<file path="config.mk">
export PLATFORM = sky130hd
export DESIGN_NAME = async_req_arbiter
export DESIGN_NICKNAME = d
export VERILOG_FILES = /design/src/rtl/async_req_arbiter.sv
export SDC_FILE = /design/constraint.sdc
export NUM_CORES = 1
export LEC_CHECK = 0
export ABC_AREA = 1
export CORE_AREA = 2 2 47 49
export DETAILED_ROUTE_END_ITERATION = 10
export DIE_AREA = 0 0 49 51
export PLACE_DENSITY = 0.71
export RECOVER_POWER = 100
export SLEW_MARGIN = 20
export SYNTH_ARGS = -nofsm -noshare
export SYNTH_HDL_FRONTEND = slang
export SYNTH_SLANG_ARGS = --single-unit
</file>
<file path="constraint.sdc">
create_clock -name clk -period 1.8 [get_ports clk]
set_clock_uncertainty 0.05 [all_clocks]
set_input_delay 0.54 -clock clk [delete_from_list [all_inputs] [get_ports clk]]
set_output_delay 0.54 -clock clk [all_outputs]
set_load 0.01 [all_outputs]
</file>
<file path="src/rtl/async_req_arbiter.sv">
// Round-robin arbiter for asynchronous 4-phase request lines with per-line synchronizers.
// Optional forced-revocation hold limit compiled in with `define ARB_TIMEOUT_EN.

module async_req_arbiter_sync #(
    parameter int STAGES = 2
) (
    input  logic clk,
    input  logic rst,
    input  logic d,
    output logic q
);

    logic [STAGES-1:0] sr;

    always_ff @(posedge clk or posedge rst) begin
        if (rst) sr <= '0;
        else     sr <= {sr[STAGES-2:0], d};
    end

    assign q = sr[STAGES-1];

endmodule

module async_req_arbiter #(
    parameter int N_REQ          = 4,
    parameter int STAGES         = 2,
    parameter int TIMEOUT_CYCLES = 64
) (
    input  logic                     clk,
    input  logic                     rst,
    input  logic [N_REQ-1:0]         req,
    output logic [N_REQ-1:0]         gnt,
    output logic                     gnt_valid,
    output logic [$clog2(N_REQ)-1:0] gnt_idx,
    output logic                     timeout
);

    localparam int             IW   = $clog2(N_REQ);
    localparam logic [IW:0]    NW   = (IW+1)'(N_REQ);
    localparam logic [IW-1:0]  LAST = IW'(N_REQ-1);

    generate
        if (N_REQ < 2 || N_REQ > 8 || STAGES < 2 ||
            TIMEOUT_CYCLES < 2 || TIMEOUT_CYCLES > 255) begin : g_bad_param
            $error("async_req_arbiter: parameter out of range");
        end
    endgenerate

    typedef enum logic {IDLE, GRANT} state_t;

    state_t           state;
    logic [N_REQ-1:0] req_s;
    logic [N_REQ-1:0] cand;
    logic [IW-1:0]    ptr;
    logic [IW-1:0]    sel;
    logic             found;
    logic [IW:0]      sum;

    for (genvar i = 0; i < N_REQ; i++) begin : g_sync
        async_req_arbiter_sync #(.STAGES(STAGES)) u_sync (
            .clk (clk),
            .rst (rst),
            .d   (req[i]),
            .q   (req_s[i])
        );
    end

`ifdef ARB_TIMEOUT_EN
    logic [N_REQ-1:0] mask;
    logic [7:0]       hold_cnt;
    logic             timeout_r;

    assign cand    = req_s & ~mask;
    assign timeout = timeout_r;
`else
    assign cand    = req_s;
    assign timeout = 1'b0;
`endif

    // Search ptr+1 .. ptr+N_REQ (mod N_REQ); the first hit is the winner.
    always_comb begin
        sel   = '0;
        found = 1'b0;
        sum   = '0;
        for (int off = 1; off <= N_REQ; off++) begin
            sum = {1'b0, ptr} + (IW+1)'(off);
            if (sum >= NW) sum = sum - NW;
            if (!found && cand[sum[IW-1:0]]) begin
                found = 1'b1;
                sel   = sum[IW-1:0];
            end
        end
    end

    always_ff @(posedge clk or posedge rst) begin
        if (rst) begin
            state     <= IDLE;
            gnt       <= '0;
            gnt_valid <= 1'b0;
            gnt_idx   <= '0;
            ptr       <= LAST;
`ifdef ARB_TIMEOUT_EN
            mask      <= '0;
            hold_cnt  <= '0;
            timeout_r <= 1'b0;
`endif
        end else begin
`ifdef ARB_TIMEOUT_EN
            timeout_r <= 1'b0;
            // A masked requester becomes eligible again once it drops its request.
            mask      <= mask & req_s;
`endif
            case (state)
                IDLE: begin
                    if (found) begin
                        gnt       <= {{(N_REQ-1){1'b0}}, 1'b1} << sel;
                        gnt_idx   <= sel;
                        gnt_valid <= 1'b1;
                        state     <= GRANT;
`ifdef ARB_TIMEOUT_EN
                        hold_cnt  <= '0;
`endif
                    end
                end
                GRANT: begin
                    if (!req_s[gnt_idx]) begin
                        gnt       <= '0;
                        gnt_valid <= 1'b0;
                        ptr       <= gnt_idx;
                        state     <= IDLE;
                    end
`ifdef ARB_TIMEOUT_EN
                    else if (hold_cnt == 8'(TIMEOUT_CYCLES-1)) begin
                        gnt            <= '0;
                        gnt_valid      <= 1'b0;
                        ptr            <= gnt_idx;
                        state          <= IDLE;
                        timeout_r      <= 1'b1;
                        mask[gnt_idx]  <= 1'b1;
                    end else begin
                        hold_cnt <= hold_cnt + 8'd1;
                    end
`endif
                end
                default: state <= IDLE;
            endcase
        end
    end

endmodule
</file>
Word-level counts from Yosys, hierarchy flattened --
Cells that the tools add are included.
Word-level totals: register bits after elaboration 18, output and inout port bits 8, bits of input ports 6, logic and storage cells 71
Operators by class: shift operators 1, bitwise operators 2, add/sub/neg operators 8, reduce and logical (&&, ||, !) cells 9, muxes and demuxes 31, magnitude comparators 9, equal/unequal tests 2
Operators by type and width (number):
- 2-to-1 mux 2 bit | 8
- less-than comparator 2 x 3 -> 1 bit, second input constant | 5
- 2-to-1 mux 1 bit | 13
- greater-or-equal comparator 3 bit, second input constant | 4
- binary-select mux 1 bit (select 2 bit) | 5
- 2-to-1 mux 4 bit | 2
- case mux 4 bit (2 select lines) | 1
- subtractor 2 x 1 -> 2 bit, second input constant | 4
- adder 2 x 2 -> 3 bit, second input constant | 2
- AND reduction 2 bit | 3
- != test 2 bit, second input constant | 2
- case mux 1 bit (2 select lines) | 2
- << shifter 1 x 2 -> 4 bit, first input constant | 1
- adder 2 x 1 -> 3 bit, second input constant | 1
- adder 2 x 3 -> 3 bit, second input constant | 1
- logical AND 1 bit | 3
- logical NOT 1 bit | 3
- NOT 1 bit | 2

Depth between registers and ports, before layout --
depth after elaboration 18, depth in mapped cells 13

Cells and area by module --
From an unflattened synthesis, not the netlist that was laid out.
Unflattened totals: cell total of the unflattened synthesis 129, area, all modules 999.7 sq um
By module, submodules not included:
- async_req_arbiter | times used 1, cells each 117, area each 784.5 sq um
- async_req_arbiter_sync | times used 4, cells each 3, area each 53.8 sq um

Worst setup path before layout --
No wires, ideal clock.
kind register to register, start point reg ptr[0], end point reg gnt_idx[0], stages on the path, launching flop included 12, period minus slack after synthesis 1.589 ns, buffers on the path 1, required time 1.631 ns, arrival 1.420 ns, slack 0.211 ns, cells stage by stage dfstp_2 > buf_6 > inv_8 > nand2_1 > nand2_4 > nand2_4 > nand2_4 > nor2_8 > nand3_4 > nand2_4 > inv_4 > o21a_1
Between the ends: cells in the longest elaborated chain, start to end 16, elaborated cells on any way between the ends 39
RTL lines:
- start, declared | line 54 | logic [IW-1:0] ptr;
- start signal, assigned | line 129 | ptr <= gnt_idx;
- adder 2 x 1 -> 3 bit | line 86 | sum = {1'b0, ptr} + (IW+1)'(off);
- greater-or-equal comparator 3 bit or subtractor 2 x 1 -> 2 bit (tied branches) | line 87 | if (sum >= NW) sum = sum - NW;
- 2-to-1 mux 2 bit | line 87
- binary-select mux 1 bit (select 2 bit) | line 88 | if (!found && cand[sum[IW-1:0]]) begin
- 2-to-1 mux 1 bit (not written as such) | line 88
- 2-to-1 mux 1 bit | line 88
- logical NOT 1 bit | line 88
- logical AND 1 bit | line 88
- 2-to-1 mux 1 bit | line 88
- logical NOT 1 bit | line 88
- logical AND 1 bit | line 88
- 2-to-1 mux 1 bit | line 88
- logical NOT 1 bit | line 88
- logical AND 1 bit | line 88
- 2-to-1 mux 1 bit | line 88
- AND reduction 2 bit (no source line)
- end signal, assigned | line 117 | gnt_idx <= sel;
- end, declared | line 34 | output logic [$clog2(N_REQ)-1:0] gnt_idx,
Parallel ways exist; a longest one is shown, timed or not. The select of a mux whose other input is x is not followed. A chain may end at the register's enable or synchronous reset.

Final worst setup path --
start point reg ptr[0], end point reg gnt[1]
Between the ends: cells in the longest elaborated chain, start to end 18, elaborated cells on any way between the ends 43
RTL lines:
- adder 2 x 1 -> 3 bit | line 86
- greater-or-equal comparator 3 bit or subtractor 2 x 1 -> 2 bit (tied branches) | line 87
- 2-to-1 mux 2 bit | line 87
- binary-select mux 1 bit (select 2 bit) | line 88
- 2-to-1 mux 1 bit (not written as such) | line 88
- 2-to-1 mux 1 bit | line 88
- logical NOT 1 bit | line 88
- logical AND 1 bit | line 88
- (+2 left out)
- logical AND 1 bit | line 88
- 2-to-1 mux 1 bit | line 88
- logical NOT 1 bit | line 88
- logical AND 1 bit | line 88
- 2-to-1 mux 2 bit | line 88
- << shifter 1 x 2 -> 4 bit | line 116 | gnt <= {{(N_REQ-1){1'b0}}, 1'b1} << sel;
- 2-to-1 mux 4 bit | line 115 | if (found) begin
- case mux 4 bit (2 select lines) | line 113 | case (state)
- end signal, assigned | line 116
- end, declared | line 32 | output logic [N_REQ-1:0] gnt,
Parallel ways exist; a longest one is shown, timed or not. The select of a mux whose other input is x is not followed.

==> results_dict.tcl <==
set metrics [dict create \
    syn_to_final_growth_pct 20.8 \
    wirelength_um 1710 \
    clkSlewWorstSetupHoldPaths_ns 0.10 \
    fin_crit_ns 1.69 \
    seq_area_um2 453 \
    max-slew-margin-rel 0.401 \
    avgSynthCellArea_um2 8.58 \
    coreArea_um2 2060 \
    clock_latency_ns 0.29 \
    port_buffers 12 \
    drtIter0Drc 4 \
    drt_drc_violations_left 0 \
    vias 780 \
    drt-pass1-iter-count 4 \
    place_ws_ns 0.0949 \
    timing.final.max_slew_violations 0 \
    synth_edf_count 0 \
    endpoint_kind "register" \
    cts.sinks 18 \
    worst_slack_ns 0.112 \
    cts_max_level 1 \
    r2r_cells 13 \
    n_antenna_cell 0 \
    grt_max_degree 19 \
    routabilityCongestion 0.811 \
    p_leak_nw 0.606 \
    drt-wirelength-per-cell_um 10.6 \
    grt_pass1_wl_um 2990 \
    synth_flop_cell "dfrtp_1" \
    crit_fanout 10 \
    ir_worst_vdd_uv 1160 \
    ys_seq_elements 18 \
    yosys.area.top_type "dfrtp_1" \
    cp.depth 13 \
    grt_antenna_before_repair 0 \
    required_ns 1.99 \
    p_total_mw 2.23 \
    ios 14 \
    cp_top_family "simple AND/OR/NAND/NOR gates" \
    hold_class "register to register" \
    worstPathCellList "buf_12, inv_8, nand2_1, nand2_4, nand2_4, nand2_4, nor2_8, nand3_4, nand2_4, inv_4, nor2_4, nand2_1, nand2_1" \
    critPathSlowestCell "dfstp_2" \
    setup_viol 0 \
    yosysMostFrequentCell "nand2_1" \
    yosys_warnings 0 \
    syn_inst 115 \
    gr-usage-all-layers 0.158 \
    ant_nets 0 \
    fp.dieW_um 49 \
    nFillCells 186 \
    synth_seq_area_share 0.459 \
    fp-row-count 17 \
    cp.arrival_ns 1.88 \
    synthTopCellsByArea "dfrtp_1 41%, nand2_1 14%, nand2_4 9.1%" \
    grt_pass1_vias 713 \
    layout.nets 140 \
    period_share 0.938 \
    initial_utilization 0.478 \
    startpoint_type "register" \
    drive_gt1_frac 0.218 \
    hpwl_um 1330 \
    status "complete, no violations" \
    die_area_um2 2500 \
    syn-cell-area_um2 987 \
    final_hold_viol_count 0 \
    cts_tree "built" \
    max_freq_ghz 0.592 \
    die_y_um 51 \
    whs_path_depth 0 \
    multi_input_area_um2 449 \
    root_buffer "clkbuf_4" \
    synth_cell_type_count 24 \
    worstMarginPinSlew_ns 0.899 \
    viasPerCell 4.84 \
    hold_buffers 0 \
    syn-num-nets 121 \
    synth_top_area_frac 0.406 \
    synth_common_cells "38 x nand2_1, 16 x dfrtp_1, 9 x inv_1, 9 x nand3_1, 8 x nand2_4" \
    postLayoutCellArea_um2 1190 \
    cts-buffers-inserted 3 \
    maxCapViolations 0 \
    cpMostUsedCell "nand2_4" \
    slowest_delay_ns 0.57 \
    crit_buf_inv 3 \
    critPathKind "register to register" \
    placed_cell_area_um2 1140 \
    async_flop_share 1.00 \
    clk_path_buf_depth 2 \
    power.density_nw_per_um2 1870 \
    grt_overflow 0 \
]
-- worst register-to-register path: stages, from the launching register on --
cell and delay [ns]:
dfstp_2 0.57, buf_12 0.12, inv_8 0.04, nand2_1 0.09
nand2_4 0.06, nand2_4 0.08, nand2_4 0.07, nor2_8 0.09
nand3_4 0.09, nand2_4 0.10, inv_4 0.05, nor2_4 0.09
nand2_1 0.05, nand2_1 0.07
-- report_power, final --
part,internal (mW),switching [mW],leakage [nW]
clock network,0.123,0.119,0.0210
registers,0.532,0.0780,0.213
logic,0.524,0.857,0.372
-- layout by cell type (no fill, tap or decap), types with 2 or more instances in the layout --
master	n
inv_2	3
nand2_2	4
a21oi_1	3
nand3_1	9
clkdlybuf4s25_1	5
dfstp_2	2
o21ai_1	4
dfrtp_1	16
clkbuf_4	3
dlygate4sd3_1	5
nand2_1	38
dlygate4sd2_1	2
nand2_4	8
inv_1	9
nand4_1	3
clkbuf_1	2
nor2_1	2
o21ai_0	3
-- final cells by class --
type                       count  share of cell area
inverter                      15              0.0556
sequential                    18               0.380
clock buffer                   4              0.0304
tap                           28              0.0294
multi-input combinational     80               0.377
timing repair buffer          16               0.128
-- path summary, 6_finish.rpt --
| check | startpoint | endpoint | slack, ns |
|---|---|---|---|
| min in group asynchronous | rst | gnt_idx[1] | 0.88 |
| min | g_sync[3].u_sync.sr[0] | g_sync[3].u_sync.sr[1] | 0.31 |
| max in group asynchronous | rst | g_sync[1].u_sync.sr[1] | 0.27 |
| max | ptr[0] | gnt[1] | 0.11 |
| min reg2reg | g_sync[3].u_sync.sr[0] | g_sync[3].u_sync.sr[1] | 0.31 |
| max reg2reg | ptr[0] | gnt[1] | 0.11 |
-- layer usage --
metal,global-route usage,part of all wire,vias up
li1,-,-,400
met1,0.194,0.47,355
met2,0.265,0.48,20
met3,0.0205,0.030,5
met4,0.100,0.022,0
met5,0,0,-
-- cells by family after synthesis --
logic type | Yosys count | synth area share
other cells | 1 | 0.00380
compound gates | 11 | 0.0583
buf+inv | 17 | 0.0862
flops | 18 | 0.459
simple gates | 68 | 0.393
-- metrics by stage --
stage / TNS [ns] / std cells / hold WS [ns] / utilization
detailed placement: 0 / 155 / 0.285 / 0.552
finish: 0 / 161 / 0.306 / 0.578
global placement: 0 / 155 / 0.284 / 0.552
CTS: 0 / 159 / 0.307 / 0.568
global route: -0.0127 / 161 / 0.313 / 0.578
floorplan: 0 / 115 / 0.281 / -
-- registers in the layout, summed over array words and instances, names as in the netlist --
| register | cells |
|---|---|
| g_sync.u_sync.sr | 8 |
| gnt | 4 |
| gnt_idx | 2 |
| gnt_valid | 1 |
| ptr | 2 |
| state | 1 |
-- what timing repair did --
action / CTS / global route
pin swaps: 0 / 0
buffers inserted: 0 / 2
setup endpoints to repair: 2 / 10
gates resized for setup: 2 / 7
Power figures use the tool's default switching activity.
